## src/rtl/uart_io_pkg.sv

```systemverilog
// Shared definitions for the uart_io_port CPU I/O decoder.
// Provides the register offsets from BASE_ADDR, the FSM state encoding,
// the status/ctrl bit positions, and the empty-read code.
package uart_io_pkg;

    // Register offsets from BASE_ADDR
    localparam logic [7:0] OFF_DATA   = 8'd0;
    localparam logic [7:0] OFF_STATUS = 8'd1;
    localparam logic [7:0] OFF_CTRL   = 8'd2;

    // Bit positions in the STATUS word (sticky flags) and the CTRL word (enables)
    localparam int BIT_OVF   = 4;
    localparam int BIT_UDF   = 5;
    localparam int BIT_RX_IE = 0;
    localparam int BIT_TX_IE = 1;

    // Value returned by a DATA read while the RX FIFO is empty
    localparam logic [15:0] RD_EMPTY = 16'h8000;

    typedef enum logic [2:0] {
        IDLE  = 3'd0,
        WSET  = 3'd1,
        RPOP  = 3'd2,
        RWAIT = 3'd3,
        RDONE = 3'd4
    } io_state_e;

endpackage

```

## src/rtl/uart_io_port.sv

```systemverilog
// uart_io_port: CPU-facing I/O decoder in front of uart_controller.
// Ports:
//   clk, rst            - clock; synchronous active-low reset
//   io_addr/io_wdata    - CPU address and write data, sampled with a strobe
//   io_wr/io_rd         - CPU strobes, accepted only in IDLE (write wins)
//   io_rdata/io_ready   - read data (held) and one-cycle completion pulse
//   irq                 - registered interrupt level
//   uart_wr_en/uart_data- one-cycle TX push and its data
//   uart_rx_pop         - one-cycle RX-FIFO pop
//   uart_rx_data        - RX-FIFO head, valid two cycles after a pop
//   uart_status         - bit0 tx not full, bit1 tx empty, bit2 rx not empty
module uart_io_port
    import uart_io_pkg::*;
#(
    parameter logic [7:0] BASE_ADDR = 8'h10
) (
    input  logic        clk,
    input  logic        rst,
    input  logic [7:0]  io_addr,
    input  logic [15:0] io_wdata,
    input  logic        io_wr,
    input  logic        io_rd,
    output logic [15:0] io_rdata,
    output logic        io_ready,
    output logic        irq,
    output logic        uart_wr_en,
    output logic [15:0] uart_data,
    output logic        uart_rx_pop,
    input  logic [7:0]  uart_rx_data,
    input  logic [7:0]  uart_status
);

    localparam logic [7:0] A_DATA   = BASE_ADDR + OFF_DATA;
    localparam logic [7:0] A_STATUS = BASE_ADDR + OFF_STATUS;
    localparam logic [7:0] A_CTRL   = BASE_ADDR + OFF_CTRL;

    io_state_e   state_q, state_d;
    logic        wcnt_q, wcnt_d;
    logic [15:0] io_rdata_q, io_rdata_d;
    logic        io_ready_q, io_ready_d;
    logic        irq_q, irq_d;
    logic        uart_wr_en_q, uart_wr_en_d;
    logic [15:0] uart_data_q, uart_data_d;
    logic        uart_rx_pop_q, uart_rx_pop_d;
    logic        ovf_q, ovf_d, udf_q, udf_d;
    logic        rx_ie_q, rx_ie_d, tx_ie_q, tx_ie_d;
    logic        ovf_set, ovf_clr, udf_set, udf_clr;
    logic [15:0] status_word, ctrl_word;

    always_comb begin
        status_word = 16'h0000;
        status_word[3:0]              = uart_status[3:0];
        status_word[BIT_OVF]          = ovf_q;
        status_word[BIT_UDF]          = udf_q;
        status_word[8 + BIT_RX_IE]    = rx_ie_q;
        status_word[8 + BIT_TX_IE]    = tx_ie_q;
        ctrl_word = 16'h0000;
        ctrl_word[BIT_RX_IE] = rx_ie_q;
        ctrl_word[BIT_TX_IE] = tx_ie_q;
    end

    always_comb begin
        state_d       = state_q;
        wcnt_d        = wcnt_q;
        io_rdata_d    = io_rdata_q;
        io_ready_d    = 1'b0;
        uart_wr_en_d  = 1'b0;
        uart_data_d   = uart_data_q;
        uart_rx_pop_d = 1'b0;
        rx_ie_d       = rx_ie_q;
        tx_ie_d       = tx_ie_q;
        ovf_set       = 1'b0;
        ovf_clr       = 1'b0;
        udf_set       = 1'b0;
        udf_clr       = 1'b0;

        case (state_q)
            IDLE: begin
                if (io_wr) begin
                    io_ready_d = 1'b1;
                    case (io_addr)
                        A_DATA: begin
                            if (uart_status[0]) begin
                                uart_wr_en_d = 1'b1;
                                uart_data_d  = io_wdata;
                            end else begin
                                ovf_set = 1'b1;
                            end
                            // Give the controller's status two cycles to reflect the push
                            state_d = WSET;
                            wcnt_d  = 1'b0;
                        end
                        A_STATUS: begin
                            ovf_clr = io_wdata[BIT_OVF];
                            udf_clr = io_wdata[BIT_UDF];
                        end
                        A_CTRL: begin
                            rx_ie_d = io_wdata[BIT_RX_IE];
                            tx_ie_d = io_wdata[BIT_TX_IE];
                        end
                        default: ;
                    endcase
                end else if (io_rd) begin
                    case (io_addr)
                        A_DATA: begin
                            if (uart_status[2]) begin
                                uart_rx_pop_d = 1'b1;
                                state_d       = RPOP;
                            end else begin
                                io_ready_d = 1'b1;
                                io_rdata_d = RD_EMPTY;
                                udf_set    = 1'b1;
                            end
                        end
                        A_STATUS: begin
                            io_ready_d = 1'b1;
                            io_rdata_d = status_word;
                        end
                        A_CTRL: begin
                            io_ready_d = 1'b1;
                            io_rdata_d = ctrl_word;
                        end
                        default: begin
                            io_ready_d = 1'b1;
                            io_rdata_d = 16'h0000;
                        end
                    endcase
                end
            end
            WSET: begin
                if (wcnt_q) state_d = IDLE;
                else        wcnt_d  = 1'b1;
            end
            RPOP:  state_d = RWAIT;
            RWAIT: begin
                // Capture on entry to RDONE so data and ready are visible during RDONE
                state_d    = RDONE;
                io_ready_d = 1'b1;
                io_rdata_d = {8'h00, uart_rx_data};
            end
            RDONE:   state_d = IDLE;
            default: state_d = IDLE;
        endcase

        // Set beats a same-cycle W1C clear
        ovf_d = (ovf_q & ~ovf_clr) | ovf_set;
        udf_d = (udf_q & ~udf_clr) | udf_set;
        irq_d = (rx_ie_q & uart_status[2]) | (tx_ie_q & uart_status[1]);
    end

    always_ff @(posedge clk) begin
        if (!rst) begin
            state_q       <= IDLE;
            wcnt_q        <= 1'b0;
            io_rdata_q    <= 16'h0000;
            io_ready_q    <= 1'b0;
            irq_q         <= 1'b0;
            uart_wr_en_q  <= 1'b0;
            uart_data_q   <= 16'h0000;
            uart_rx_pop_q <= 1'b0;
            ovf_q         <= 1'b0;
            udf_q         <= 1'b0;
            rx_ie_q       <= 1'b0;
            tx_ie_q       <= 1'b0;
        end else begin
            state_q       <= state_d;
            wcnt_q        <= wcnt_d;
            io_rdata_q    <= io_rdata_d;
            io_ready_q    <= io_ready_d;
            irq_q         <= irq_d;
            uart_wr_en_q  <= uart_wr_en_d;
            uart_data_q   <= uart_data_d;
            uart_rx_pop_q <= uart_rx_pop_d;
            ovf_q         <= ovf_d;
            udf_q         <= udf_d;
            rx_ie_q       <= rx_ie_d;
            tx_ie_q       <= tx_ie_d;
        end
    end

    assign io_rdata    = io_rdata_q;
    assign io_ready    = io_ready_q;
    assign irq         = irq_q;
    assign uart_wr_en  = uart_wr_en_q;
    assign uart_data   = uart_data_q;
    assign uart_rx_pop = uart_rx_pop_q;

endmodule

```

## config.mk

```make
export PLATFORM = sky130hd
export DESIGN_NAME = uart_io_port
export DESIGN_NICKNAME = d
export VERILOG_FILES = /design/src/rtl/uart_io_pkg.sv /design/src/rtl/uart_io_port.sv
export SDC_FILE = /design/constraint.sdc
export NUM_CORES = 1
export LEC_CHECK = 0
export CAP_MARGIN = 20
export CORE_MARGIN = 10
export CORE_UTILIZATION = 35
export CTS_BUF_LIST = sky130_fd_sc_hd__clkbuf_8
export DETAILED_ROUTE_END_ITERATION = 16
export GPL_TIMING_DRIVEN = 0
export HOLD_SLACK_MARGIN = 0.02
export PLACE_DENSITY = 0.69
export SLEW_MARGIN = 20
export SYNTH_ARGS = -nofsm -noshare
export SYNTH_HDL_FRONTEND = slang
export SYNTH_SLANG_ARGS = --single-unit
```

## constraint.sdc

```tcl
create_clock -name clk -period 3.3 [get_ports clk]
set_input_delay 0.33 -clock clk [delete_from_list [all_inputs] [get_ports clk]]
set_output_delay 0.33 -clock clk [all_outputs]
set_load 0.03 [all_outputs]
```

==> summary.txt <==
Clock network
  • CTS tree: built
  • Postcts setup bufs: 0
  • CTS clk-pin slew, worst paths: about 0.08 ns
  • Clock sink count: 39
  • CTS Hold Buffers Added: 0
  • CTS resizes: 0
  • Clk buf depth: 2
  • Clock latency on the worst-skew pair: just under 0.3 ns
  • H-tree depth: 2
  • Num CTS Buffers: 5
  • CTS root buffer: clkbuf_8

Drt
  • Number of DRC markers in iteration 0: approximately 60
  • Antenna Nets Post-Route: 0
  • Vias: between 1.5k and 2k
  • Total Wirelength: about 5.1 mm
  • Mean number of vias per cell: roughly 4.8
  • DRC viols: 0
  • Routed length per instance: roughly 15 um
  • Drt pass-1 iters: 4

Place
  • Dpl ws: between 0.7 and 0.8 ns
  • Placed instance count: roughly 330
  • Post-DP HPWL: 3.92 mm
  • RePlAce Congestion: approximately 0.79
  • IO Port Bufs: between 60 and 70

STA
  • Peak Freq: roughly 450 MHz
  • Hold Fails Final Rpt: 0
  • Layout Skew: between 0.007 and 0.008 ns
  • Setup slack after layout: ~1.1 ns
  • Final period util: between 60% and 70%
  • Final min period: around 2.2 ns
  • Unrepaired setup endpoints after global routing: false
  • Final setup viols: 0
  • Worst Max-Slew Pin Slew: roughly 0.76 ns
  • Max-slew headroom: about half
  • Max Slew Vio Count: 0
  • Setup TNS: 0 ns

Yosys
  • Post-synth EDFFs: 0
  • Top-count cell post-synth: dfxtp_1
  • Top cell type's share of synthesized area: between 40% and 50%
  • Synth cell types: 42
  • Ys async rst share: 0%
  • Top_reg_cell synth: dfxtp_1
  • Sequential area share after synthesis: approximately 44%
  • Commonest cells in the netlist: 39 x dfxtp_1, 26 x nor2_1, 18 x mux2i_1
  • Syn Area/Cell: 9.40 um2
  • Yosys Warn Count: 0
  • Synthesized flop and latch total: 39
  • Largest area contributor in the netlist: dfxtp_1
  • Post-Syn Area: 1790 um2
  • Mapped Cells: 190
  • Top cells by area, synth: dfxtp_1 44%, mux2i_1 10%, nor2_1 5.5%

Setup path
  • Worst Reg2Reg Path Length in Cells: 5
  • CP required: approximately 3.5 ns
  • Critical Path End Type: flip-flop
  • CP Capture Point: io_rdata[4]$_SDFFE_PN0P_
  • CP startpoint: io_addr[0]
  • Critical R2R Launch: state_q[0]$_SDFFE_PN0P_
  • Worst Setup Start Kind: input port
  • R2R Path End: io_rdata[4]$_SDFFE_PN0P_
  • CP max FO: 9
  • Critical path class: in2reg
  • Reg2Reg Setup Slack: between 1.5 and 2 ns
  • CP arrival: 2.39 ns

Pwr
  • Maximum vdd drop: around 0.24 mV
  • PwrDens: 346 nW/um2
  • Static Leakage: between 1 and 1.5 nW

Floorplanning
  • Initial core utilization: 36.8%
  • Site Rows: 25
  • Die width: 91.4 um
  • Core footprint: about 4800 um2
  • IO Pins: 80
  • Die area: about 8400 um2
  • Die height: between 90 and 100 um

Run
  • Number of max-cap violations: 0

Final layout
  • Nets: roughly 310
  • Diodes inserted: 0
  • Multi-input logic area: between 900 and 1000 um2
  • Fin cells: 337
  • Seq. cell area: around 800 um2
  • Share of cells above drive strength 1: between 10 and 15%
  • Synth-to-layout area growth: 48.4%
  • Layout fillers: 455

Global routing
  • Vias in the first global route: 1697
  • Pin count of the biggest net entering global routing: 13
  • Total Routing Usage GR: 11.8%
  • Initial antenna violation count: 0
  • First-pass GRT wire length: about 8.2 mm
  • Remaining global-route overflow: 0

Outcome
  • Status: finished clean

Worst hold path
  • Worst min path class: in2reg
[power by group]
| part | internal [W] | switching [W] | leakage (nW) |
|---|---|---|---|
| clock network | 0.000145 | 0.000167 | 0.0453 |
| logic | 0.0000665 | 0.0000604 | 0.693 |
| registers | 0.000476 | 0.00000275 | 0.315 |
| total | 0.000687 | 0.000231 | 1.05 |
[registers in the layout, summed over array words and instances, names as in the netlist]
name	cells
irq	1
uart_wr_en	1
io_ready	1
uart_rx_pop	1
wcnt_q	1
tx_ie_q	1
ovf_q	1
udf_q	1
rx_ie_q	1
io_rdata	11
uart_data	16
state_q	3
[critical path: stages]
cell             delay [ns]
clkdlybuf4s50_1        0.54
nor4_1                 0.69
nand4_1                0.46
a21oi_1                0.30
a211oi_2               0.07
[metrics by stage]
step / power [W] / hold slack, ns / utilization [%] / cell area, um2
floorplan: 0.000546 / 0.439 / - / 1800
detailed placement: 0.000616 / 0.472 / 52.9 / 2560
global route: 0.000958 / 0.437 / 54.7 / 2650
finish: 0.000917 / 0.438 / 54.7 / 2650
CTS: 0.000927 / 0.425 / 54.7 / 2650
global placement: 0.000615 / 0.464 / 52.9 / 2560
[layout by cell type, fill, tap and decap left out, drive strengths merged, types with 2 or more instances in the layout]
cell type	count
a32oi	2
a21oi	16
clkbuf	10
a22o	2
clkdlybuf4s50	68
nor4	2
nand2b	2
nor2	27
inv	4
nand4	6
nor2b	3
conb	5
buf	12
nand2	12
dfxtp	39
a211oi	8
o21ai	8
and3b	2
mux2i	18
nand3	2
a22oi	5
and2	2
[worst min path at each step]
stage                              from                        to  slack, ns  cells after the start
6_report                            rst      rx_ie_q$_SDFFE_PN0P_       0.44                      3
3_3_place_gp           udf_q$_SDFF_PN0_          udf_q$_SDFF_PN0_       0.46                      2
4_1_cts                             rst      rx_ie_q$_SDFFE_PN0P_       0.43                      3
3_5_place_dp   io_rdata[6]$_SDFFE_PN0P_  io_rdata[6]$_SDFFE_PN0P_       0.47                      2
2_1_floorplan          udf_q$_SDFF_PN0_          udf_q$_SDFF_PN0_       0.44                      2
5_1_grt                             rst      rx_ie_q$_SDFFE_PN0P_       0.44                      3
[layout make-up]
cell class	count	share of cell area [%]
inverters	3	0.425
multi-input cells	135	34.2
plain buffers	17	3.82
repair buffers	68	25.7
well taps	67	3.16
clock buffers	5	2.60
clock inverters	3	0.614
flip-flops and latches	39	29.5
[cells by family (layout without fill, tap and decap cells)]
| group | count (synthesis) | count (layout) | synth area share [%] |
|---|---|---|---|
| flops | 39 | 39 | 43.7 |
| buf+inv | 20 | 96 | 6.31 |
| simple gates | 67 | 67 | 21.4 |
| mux | 18 | 18 | 10.1 |
| compound gates | 45 | 45 | 18.3 |
| other cells | 1 | 5 | 0.210 |
[routing by layer]
| metal | vias to the layer above | GRT usage (%) | routed length [um] |
|---|---|---|---|
| met5 | - | 0 | 0 |
| met4 | 0 | 2.35 | 13 |
| met1 | 739 | 13.7 | 2200 |
| li1 | 833 | - | - |
| met2 | 57 | 18.5 | 2310 |
| met3 | 2 | 6.83 | 546 |
No activity file was read; power rests on OpenSTA's default activity.
